File: src/rtl/cam_tx.sv
// cam_tx: OV7670-style camera source. Reads RGB332 pixels from a frame buffer
// (1-cycle synchronous read), expands them to RGB565 and sends two bytes per
// pixel with vsync/href framing.
// Optional build macro CAM_TX_PATTERN_EN adds input pat_en, which selects an
// internal 8-bar colour pattern instead of RAM data.
module cam_tx #(
  parameter int AW          = 17,
  parameter int DW          = 8,
  parameter int H_ACT       = 160,
  parameter int V_ACT       = 120,
  parameter int H_BLANK     = 16,
  parameter int VSYNC_LINES = 3,
  parameter int V_BACK      = 2,
  parameter int V_FRONT     = 2
) (
  input  logic          pclk,
  input  logic          rst,
  input  logic          en,
`ifdef CAM_TX_PATTERN_EN
  input  logic          pat_en,
`endif
  output logic [AW-1:0] mem_rd_addr,
  input  logic [DW-1:0] mem_rd_data,
  output logic          vsync,
  output logic          href,
  output logic [7:0]    px_data,
  output logic          frame_done,
  output logic          busy
);

  localparam int LINE_LEN = 2*H_ACT + H_BLANK;
  localparam int HW       = $clog2(LINE_LEN);
  localparam int VW       = $clog2(V_ACT + VSYNC_LINES + V_BACK + V_FRONT + 1);

  localparam logic [HW-1:0] HC_LAST = HW'(LINE_LEN - 1);
  localparam logic [HW-1:0] HC_ACT  = HW'(2*H_ACT);
  localparam logic [HW-1:0] HC_PRE  = HW'(2*H_ACT - 1);
  localparam logic [VW-1:0] VS_LAST = VW'(VSYNC_LINES - 1);
  localparam logic [VW-1:0] VB_LAST = VW'(V_BACK - 1);
  localparam logic [VW-1:0] VA_LAST = VW'(V_ACT - 1);
  localparam logic [VW-1:0] VF_LAST = VW'(V_FRONT - 1);

  localparam logic [2:0] S_IDLE   = 3'd0;
  localparam logic [2:0] S_VSYNC  = 3'd1;
  localparam logic [2:0] S_VBACK  = 3'd2;
  localparam logic [2:0] S_ACTIVE = 3'd3;
  localparam logic [2:0] S_VFRONT = 3'd4;

  // RGB332 -> RGB565 by bit replication.
  function automatic logic [15:0] rgb565(input logic [7:0] p);
    return {p[7:5], p[7:6], p[4:2], p[4:2], p[1:0], p[1:0], p[1]};
  endfunction

  logic [2:0]    r_state, w_nstate;
  logic [HW-1:0] r_hc, w_nhc;
  logic [VW-1:0] r_vc, w_nvc, w_vlast;
  logic          w_line_end, w_done_next, w_addr_inc, w_addr_clr;
  logic [AW-1:0] r_addr;
  logic          r_vsync, r_href, r_done, r_busy;
  logic [7:0]    r_pix_lo;
  logic [7:0]    w_src;
  logic [15:0]   w_rgb;

  // Next-state / counter logic: hc runs every line, vc counts lines per state.
  always_comb begin
    w_line_end = (r_hc == HC_LAST);
    w_nstate   = r_state;
    w_nhc      = r_hc;
    w_nvc      = r_vc;
    case (r_state)
      S_VSYNC:  w_vlast = VS_LAST;
      S_VBACK:  w_vlast = VB_LAST;
      S_ACTIVE: w_vlast = VA_LAST;
      default:  w_vlast = VF_LAST;
    endcase
    if (r_state == S_IDLE) begin
      if (en) begin
        w_nstate = S_VSYNC;
        w_nhc    = '0;
        w_nvc    = '0;
      end
    end else begin
      w_nhc = w_line_end ? '0 : r_hc + HW'(1);
      if (w_line_end) begin
        if (r_vc == w_vlast) begin
          w_nvc = '0;
          case (r_state)
            S_VSYNC:  w_nstate = S_VBACK;
            S_VBACK:  w_nstate = S_ACTIVE;
            S_ACTIVE: w_nstate = S_VFRONT;
            default:  w_nstate = S_IDLE;
          endcase
        end else begin
          w_nvc = r_vc + VW'(1);
        end
      end
    end
  end

  // Frame ends on the last cycle of the last front-porch line.
  assign w_done_next = (w_nstate == S_VFRONT) && (w_nhc == HC_LAST) && (w_nvc == VF_LAST);
  // Address advances one cycle ahead of each byte0: on odd hc inside the line,
  // and on the last blank cycle when another active line follows.
  assign w_addr_inc  = ((w_nstate == S_ACTIVE) && (w_nhc < HC_PRE) && w_nhc[0]) ||
                       ((r_state == S_ACTIVE) && (r_vc != VA_LAST) && (w_nhc == HC_LAST));
  assign w_addr_clr  = (r_state == S_IDLE) && (w_nstate == S_VSYNC);

  // Control state and registered framing outputs, aligned with r_hc/r_vc.
  always_ff @(posedge pclk) begin
    if (!rst) begin
      r_state <= S_IDLE;
      r_hc    <= '0;
      r_vc    <= '0;
      r_addr  <= '0;
      r_vsync <= 1'b0;
      r_href  <= 1'b0;
      r_done  <= 1'b0;
      r_busy  <= 1'b0;
    end else begin
      r_state <= w_nstate;
      r_hc    <= w_nhc;
      r_vc    <= w_nvc;
      if (w_addr_clr)      r_addr <= '0;
      else if (w_addr_inc) r_addr <= r_addr + AW'(1);
      r_vsync <= (w_nstate == S_VSYNC);
      r_href  <= (w_nstate == S_ACTIVE) && (w_nhc < HC_ACT);
      r_done  <= w_done_next;
      r_busy  <= (w_nstate != S_IDLE);
    end
  end

`ifdef CAM_TX_PATTERN_EN
  logic r_pat;

  // Eight vertical bars across the active width.
  function automatic logic [7:0] bar_color(input logic [HW-1:0] hc);
    int x;
    x = int'(hc >> 1);
    case ((x * 8) / H_ACT)
      0:       return 8'hFF;
      1:       return 8'hFC;
      2:       return 8'h1F;
      3:       return 8'h1C;
      4:       return 8'hE3;
      5:       return 8'hE0;
      6:       return 8'h03;
      default: return 8'h00;
    endcase
  endfunction

  // Pattern select is latched once, as the frame starts.
  always_ff @(posedge pclk) begin
    if ((r_state == S_IDLE) && en) r_pat <= pat_en;
  end

  assign w_src = r_pat ? bar_color(r_hc) : mem_rd_data[7:0];
`else
  assign w_src = mem_rd_data[7:0];
`endif

  assign w_rgb = rgb565(w_src);

  // Byte0 comes straight from the RAM output register; keep byte1 for the next cycle.
  always_ff @(posedge pclk) begin
    if (r_href && !r_hc[0]) r_pix_lo <= w_rgb[7:0];
  end

  assign mem_rd_addr = r_addr;
  assign vsync       = r_vsync;
  assign href        = r_href;
  assign px_data     = r_href ? (r_hc[0] ? r_pix_lo : w_rgb[15:8]) : 8'd0;
  assign frame_done  = r_done;
  assign busy        = r_busy;

endmodule

File: config.mk
export PLATFORM = sky130hd
export DESIGN_NAME = cam_tx
export DESIGN_NICKNAME = d
export VERILOG_FILES = /design/src/rtl/cam_tx.sv
export SDC_FILE = /design/constraint.sdc
export NUM_CORES = 1
export LEC_CHECK = 0
export CORE_MARGIN = 1.5
export CORE_UTILIZATION = 54
export DETAILED_ROUTE_END_ITERATION = 6
export PLACE_DENSITY = 0.8
export SLEW_MARGIN = 20
export SYNTH_ARGS = -nofsm -noshare
export SYNTH_HDL_FRONTEND = slang
export SYNTH_SLANG_ARGS = --single-unit
File: constraint.sdc
create_clock -name pclk -period 3.4 [get_ports pclk]
set_clock_uncertainty 0.1 [all_clocks]
set_input_delay 0.68 -clock pclk [delete_from_list [all_inputs] [get_ports pclk]]
set_output_delay 0.68 -clock pclk [all_outputs]
set_load 0.05 [all_outputs]
Word-level counts from Yosys, hierarchy flattened
Index checks and enable logic that the tools add are counted.

word-level totals
  logic and storage cells = 55
  output and inout bits = 29
  bits in registers = 48
  bits of input ports = 11

cells by class
  $add $sub $neg = 3
  mux-type cells = 15
  bitwise operators = 1
  eq/ne operators = 11
  order comparisons = 2
  reduce and logical (&&, ||, !) cells = 14

operators with widths
  cell                   count
  $mux 7                 4
  $mux 9                 3
  $eq 9x9->1 const B     2
  $lt 9x9->1 const B     2
  $add 17x1->17 const B  1
  $mux 8                 2
  $pmux 7 s2             1
  $mux 3                 4
  $add 9x1->9 const B    1
  $eq 3x2->1 const B     3
  $logic_and 1x1->1      9
  $pmux 3 s3             1
  $add 7x1->7 const B    1
  $eq 7x1->1 const B     1
  $eq 7x7->1             1
  $ne 7x7->1 const B     1
  $eq 3x1->1 const B     2
  $eq 3x3->1 const B     1
  $logic_not 3->1        1
  $reduce_bool 3->1      1
  $reduce_or 2->1        1
  $logic_not 1->1        1
  $logic_or 1x1->1       1
  $not 1->1              1

Longest topological paths before layout
Gate-level depths: netlist (run 1).

  depth in word-level cells = 10
  gate-level depth with buffers = 13
  depth with buffers taken out = 10

Worst setup path before layout (run 1)
Ideal clock, no wire load.

  kind = reg2reg
  from = register r_hc[0]
  to = register r_addr[11] (netlist: mem_rd_addr[11])
  setup time = 0.070 ns
  path slack = 0.488 ns
  required time = 3.230 ns
  arrival = 2.742 ns
  clock period less this slack = 2.912 ns
  buffers on the path = 2
  cell stages (with the launch flop) = 13
  path through = dfxtp_1 -> ha_1 -> nand3_2 -> nor4_2 -> buf_4 -> nor4_1 -> a211o_1 -> nor4_2 -> and3_1 -> a22oi_2 -> buf_6 -> or4_1 -> a21oi_1

between the ends
  cells in the longest elaborated chain, start to end = 7
  elaborated cells between the ends (all ways) = 17
  those cells by class = add/sub (1); order compare (1); eq/ne (4); mux (5); reduce/logical (6)

ends and longest elaborated chain
  item                                              RTL line  text
  start: declaration                                55        logic [HW-1:0] r_hc, w_nhc;
  start signal: assignment                          121       r_hc <= w_nhc;
  $add 9x1->9 / $eq 9x9->1 (equally long branches)  83, 66
  $mux 9 / $mux 3 (equally long branches)           83, 84
  $mux 9 / $mux 3 (equally long branches)           76        if (r_state == S_IDLE) begin
  $lt 9x9->1 / $eq 3x2->1 (equally long branches)   104       assign w_addr_inc = ((w_nstate == S_ACTIVE) && (w_nhc < HC_PRE) && w_nhc[0]) ||
  $logic_and 1x1->1 (2 in series)                   104
  $logic_or 1x1->1                                  104
  end signal: assignment                            124       else if (w_addr_inc) r_addr <= r_addr + AW'(1);
  end: declaration                                  58        logic [AW-1:0] r_addr;

Several ways; a longest one is shown, not always the timed one.
A chain may end at the register's enable or synchronous reset.

Worst setup path in the final report (run 1)
  from = register r_hc[1]
  to = register r_addr[13] (netlist: mem_rd_addr[13])

Same word-level chain as after synthesis.

==> results of run 1 <==
[registers in the layout (all words and copies together), names as in the netlist]
name and count:
busy 1, r_vc 7, mem_rd_addr 17, href 1, vsync 1, r_hc 9, r_pix_lo 5, frame_done 1
r_state 3
[synthesized netlist by cell type, types with 3 or more instances]
library cell / number
a21boi_0: 12
a21oi_1: 23
and2_1: 12
and3_1: 8
and4_1: 3
buf_2: 6
buf_6: 3
clkbuf_1: 6
dfxtp_1: 40
edfxtp_1: 5
ha_1: 3
inv_1: 5
mux2i_1: 3
nand2_1: 39
nand2b_1: 7
nand3_1: 14
nand4_1: 3
nor2_1: 18
nor2b_1: 8
nor3_1: 3
nor4_1: 3
o21ai_0: 19
o31ai_1: 11
or3_1: 12
or4_1: 9
xor2_1: 3
[layer usage]
metal	vias up	track usage (%)	wire length, um	share of wire (%)
li1	1210	-	-	-
met1	1106	33.5	2790	46
met2	85	38.7	2770	46
met3	14	5.91	353	5.8
met4	0	9.22	127	2.1
met5	-	0	0	0
[kinds of logic after synthesis]
group | synth area share (%)
buf+inv | 4.44
compound gates | 20.7
mux | 1.63
flops | 37.5
fa+ha+maj | 1.48
xor+xnor | 1.04
simple gates | 33.3
[critical path, cell delays in order (launching register included)]
cell and delay, ns:
dfxtp_1 0.38, ha_2 0.23, nand3_2 0.19, nor4_4 0.24
buf_4 0.23, o2111a_2 0.27, mux2_2 0.17, a22o_1 0.19
and2_1 0.20, a22oi_2 0.11, buf_12 0.16, or4_1 0.50
a21oi_1 0.17
[power by group through the flow]
stage / Clock [uW] / Sequential (uW) / Combinational (uW)
6_report: 477 / 544 / 86.9
5_1_grt: 504 / 545 / 95.3
4_1_cts: 484 / 544 / 86.3
3_5_place_dp: 0 / 557 / 85.5
3_3_place_gp: 0 / 556 / 84.7
2_1_floorplan: 0 / 561 / 48.7
[final timing paths]
kind	start	endpoint	slack, ns	depth (start not counted)
hold / removal	mem_rd_addr[16]$_SDFFE_PP0P_	mem_rd_addr[16]$_SDFFE_PP0P_	0.39	2
setup reg to reg	r_hc[1]$_SDFF_PN0_	mem_rd_addr[13]$_SDFFE_PP0P_	0.16	12
hold reg to reg	mem_rd_addr[16]$_SDFFE_PP0P_	mem_rd_addr[16]$_SDFFE_PP0P_	0.39	2
setup / recovery	r_hc[1]$_SDFF_PN0_	mem_rd_addr[13]$_SDFFE_PP0P_	0.16	12
[layout by cell type, fill, tap and decap left out, types with 8 or more instances in the layout]
cell | netlist | layout
dfxtp_1 | 40 | 40
nand2_1 | 39 | 39
clkdlybuf4s50_1 | 0 | 39
a21oi_1 | 23 | 23
o21ai_0 | 19 | 19
nor2_1 | 18 | 18
nand3_1 | 14 | 14
a21boi_0 | 12 | 12
or3_1 | 12 | 12
and2_1 | 12 | 12
o31ai_1 | 11 | 11
buf_4 | 1 | 11
or4_1 | 9 | 9
nor2b_1 | 8 | 8
and3_1 | 8 | 8
[cell type report]
cell class                      count  area (um2)  area share, %
Sequential cell                    45         951           30.2
Clock inverter                      3        65.1           2.07
Tap cell                           52        65.1           2.07
Multi-Input combinational cell    241        1490           47.2
Clock buffer                        5        68.8           2.19
Timing Repair Buffer               51         493           15.7
Inverter                            5        18.8          0.596
[through the flow]
stage	area [um2]	TNS, ns	hold slack (ns)
6_report	3150	0	0.389
5_1_grt	3150	0	0.433
4_1_cts	3140	0	0.390
3_5_place_dp	3000	-1.06	0.378
3_3_place_gp	3000	0	0.368
2_1_floorplan	2540	0	0.369
==> metrics, run 1 <==
crit path max fanout 24; final net count 363; Routed Antenna Nets 0; Placement Rows 24; wire length per cell 15.0 um; Final setup viols 0; WS Path Type reg -> reg; CTS tree built; DR pass1 iterations 7; placed cell count 394; Reg power frac about half; CTS root buffer clkbuf_8; power per standard cell area 352 nW/um2; switching portion of total power 21.6%; TritonCTS buffer count 5; IO Count 40; pre-CTS setup slack -0.121 ns; syn nets 321; post-layout min period roughly 3.2 ns; DR vias/cell 6.01; Die Ht 71.6 um; DRT iter0 DRCs between 200 and 250; post-route non-filler standard cell count around 400; Yosys top cell by area dfxtp_1; starting density of the core between 50% and 60%; Clk pwr share a little over two fifths; Worst slew margin 60.6%; EDFF count, synth 5; post-CTS resize count 0; P_int about 870 uW; fin util a little over two thirds; Pins Over Slew Limit 0; # diodes 0; share of cells above drive strength 1 9.43%; largest cells by area after synthesis dfxtp_1 (32%), edfxtp_1 (5.9%), nand2_1 (5.8%), a21oi_1 (4.5%), o21ai_0 (3.7%); H-tree depth 2; NetSw 239 uW; clock latency on the worst-skew pair 0.30 ns; Final GP Congestion between 0.9 and 1; Worst VDD drop 0.000257 V; Peak Freq just over 300 MHz; GRT Util Overall 24.8%; Synth top area share 31.6%; worst-case clock buffer depth 2; largest net degree at the start of global routing 25; DRC 0; Comb power frac 7.8%; CTS Hold Bufs 0; Tightest Pin Transition slightly below 0.6 ns; worst min path class reg -> reg; #FFs+latches synth 45; global-route wire length before repair ~10 mm; DP HPWL 4.28 mm; Worst-path clk slew 0.08 ns; vias in the first global route between 2k and 2.5k; RSZ-0062 raised after global routing no; antenna violations before repair 0; die area roughly 5000 um2; mapped cell area around 2500 um2; Fillers 355; Startpoint Class flop; sequential area share after synthesis 37.5%; via count 2415; Synth cell types 50; Setup Fix Bufs, Post-CTS 0; Req. time, crit path 3.52 ns; total of warnings raised by yosys 0; Top FF cell, synth dfxtp_1; fin worst setup slack 0.161 ns; number of I/O port buffers 39; Die Width 71.6 um; final WL 6.04 mm; post-synthesis cell count roughly 310; total chip power 1110 uW; Post-synth ARST share 0%; status finished clean; synth-to-layout area growth 24.1%; Arrival @ worst endpoint 3.36 ns; P_leak ~0.0011 uW; Worst setup EP type flop; Final Cycle Share 95.3%; final hold viol count 0; clk sinks 45; core box area around 4400 um2; Post-Synthesis Mean Instance Area around 8.3 um2; total of max-cap violations 0; total grt overflow 0
Power figures use the tool's default switching activity.
==> run 2: changes to the inputs <==
CELL_PAD_IN_SITES_DETAIL_PLACEMENT = 1   (was default)
CELL_PAD_IN_SITES_GLOBAL_PLACEMENT = 1   (was default)
CORE_UTILIZATION = 40   (was 54)
PLACE_DENSITY = default   (was 0.8)
PLACE_DENSITY_LB_ADDON = 0.1   (was default)
==> metrics, run 2 (synthesized netlist as in run 1, its figures left out) <==
status finished clean; Min-Delay Path Depth 2; Startpoint Class flop; GRT Util Overall 21.8%; flop-to-flop setup slack 0.16 ns; share of cells above drive strength 1 11.0%; worst reg2reg path endpoint mem_rd_addr[12]$_SDFFE_PP0P_; Worst VDD drop 0.000275 V; IO Count 40; fin util 53.2%; Pins Over Slew Limit 0; H-tree depth 2; Placement Rows 28; antenna violations before repair 0; CTS root buffer clkbuf_8; Worst-path clk slew ~0.080 ns; number of I/O port buffers 39; total grt overflow 0; core box area 6030 um2; # diodes 0; synth-to-layout area growth 26.3%; clk sinks 45; worst-case clock buffer depth 2; worst min path class reg -> reg; Worst slew margin 63.7%; final WL 7.06 mm; hold path start mem_rd_addr[16]$_SDFFE_PP0P_; via count 2456; Worst setup EP type flop; clock latency on the worst-skew pair 0.29 ns; Die Width between 80 and 90 um; r2r startpoint r_hc[1]$_SDFF_PN0_; vias in the first global route roughly 2.3k; Final Cycle Share 95.2%; DR pass1 iterations 4; Final GP Congestion 0.909; commonest non-fill, non-tap cells in the layout nand2_1 (39), clkdlybuf4s50_1 (39), dfxtp_1 (38); Req. time, crit path approximately 3.5 ns; Final setup viols 0; CTS tree built; crit path max fanout 32; starting density of the core 42.1%; power per standard cell area roughly 300 nW/um2; global-route wire length before repair 11.4 mm; WS Path Type reg -> reg; Peak Freq just over 300 MHz; Arrival @ worst endpoint roughly 3.4 ns; Tightest Pin Transition 0.543 ns; Hold Path Sink mem_rd_addr[16]$_SDFFE_PP0P_; final net count 368; final hold viol count 0; post-layout min period 3.24 ns; largest net degree at the start of global routing 33; Largest register FFs 17; Routed Antenna Nets 0; P_leak about 0.0011 uW; DP HPWL roughly 5.3 mm; post-route non-filler standard cell count between 400 and 500; placed cell count around 420; DRT iter0 DRCs 95; total of max-cap violations 0; die area 6830 um2; wire length per cell roughly 16 um; R2R depth 11; total chip power 977 uW; TritonCTS buffer count 5; Die Ht 82.6 um; DR vias/cell 5.71; DRC 0
[run 2: cell count changes in the layout (fill, tap and decap cells not counted), moves of 2 or more]
cell       change
buf_4          +5
bufinv_16      -2
clkbuf_1       +2
dfxtp_1        -2
dfxtp_2        +2
[run 2: repair_timing]
item	4_1_cts	5_1_grt
hold buffers	0	0
setup endpoints to repair	1	8
gates cloned	0	0
buffers inserted	0	1
endpoints found under the hold margin	0	0
pin swaps	0	5
resized for setup	1	8
[run 2: area by class of cell]
cell class	count	area, um2
Inverter	5	18.8
Sequential cell	45	953
Fill cell	758	2820
Timing Repair Buffer	56	531
Tap cell	75	93.8
Clock buffer	8	90.1
Multi-Input combinational cell	241	1520
[run 2: per-stage QoR]
step / hold WS, ns / instance area, um2 / TNS, ns / setup WS, ns
2_1_floorplan: 0.369 / 2540 / 0 / 0.488
4_1_cts: 0.390 / 3160 / 0 / 0.0942
5_1_grt: 0.411 / 3200 / -0.0198 / -0.0181
3_5_place_dp: 0.378 / 3060 / -1.14 / -0.153
6_report: 0.391 / 3200 / 0 / 0.164
3_3_place_gp: 0.364 / 3060 / -0.269 / -0.0407
[run 2: worst max-delay path: stages, from the launching register on]
cell     delay, ns
dfxtp_2       0.37
ha_4          0.16
nand3_4       0.13
nor4_4        0.39
and4b_1       0.26
a211o_1       0.29
nor4_4        0.33
and3_4        0.23
a22oi_2       0.07
buf_12        0.17
or4_1         0.50
a21oi_1       0.16
[run 2: worst max-delay path by stage]
stage                       start                      endpoint  slack, ns  depth (start not counted)
4_1_cts        r_hc[0]$_SDFF_PN0_  mem_rd_addr[12]$_SDFFE_PP0P_       0.09                         12
2_1_floorplan  r_hc[0]$_SDFF_PN0_  mem_rd_addr[11]$_SDFFE_PP0P_       0.49                         12
3_5_place_dp                   en  mem_rd_addr[16]$_SDFFE_PP0P_      -0.15                         11
6_report       r_hc[1]$_SDFF_PN0_  mem_rd_addr[12]$_SDFFE_PP0P_       0.16                         11
5_1_grt        r_hc[1]$_SDFF_PN0_  mem_rd_addr[12]$_SDFFE_PP0P_      -0.02                         11
3_3_place_gp                   en  mem_rd_addr[13]$_SDFFE_PP0P_      -0.04                         10
[run 2: layer usage]
layer  GRT usage (%)  vias to the layer above  routed length, um
met2            34.1                       41               3100
met4            5.00                        0                 64
met1            31.4                     1189               3650
li1                -                     1220                  -
met5               0                        -                  0
met3            3.63                        6                250
[run 2: report_power, final]
part,internal [uW],switching (uW)
registers,540,4.86
clock network,166,173
logic,39.7,53.4
==> run 3: changes to the inputs <==
HOLD_SLACK_MARGIN = 0.12   (was default)
==> results of run 3 <==
The final DEF is identical to that of run 2; final timing and power are the same.
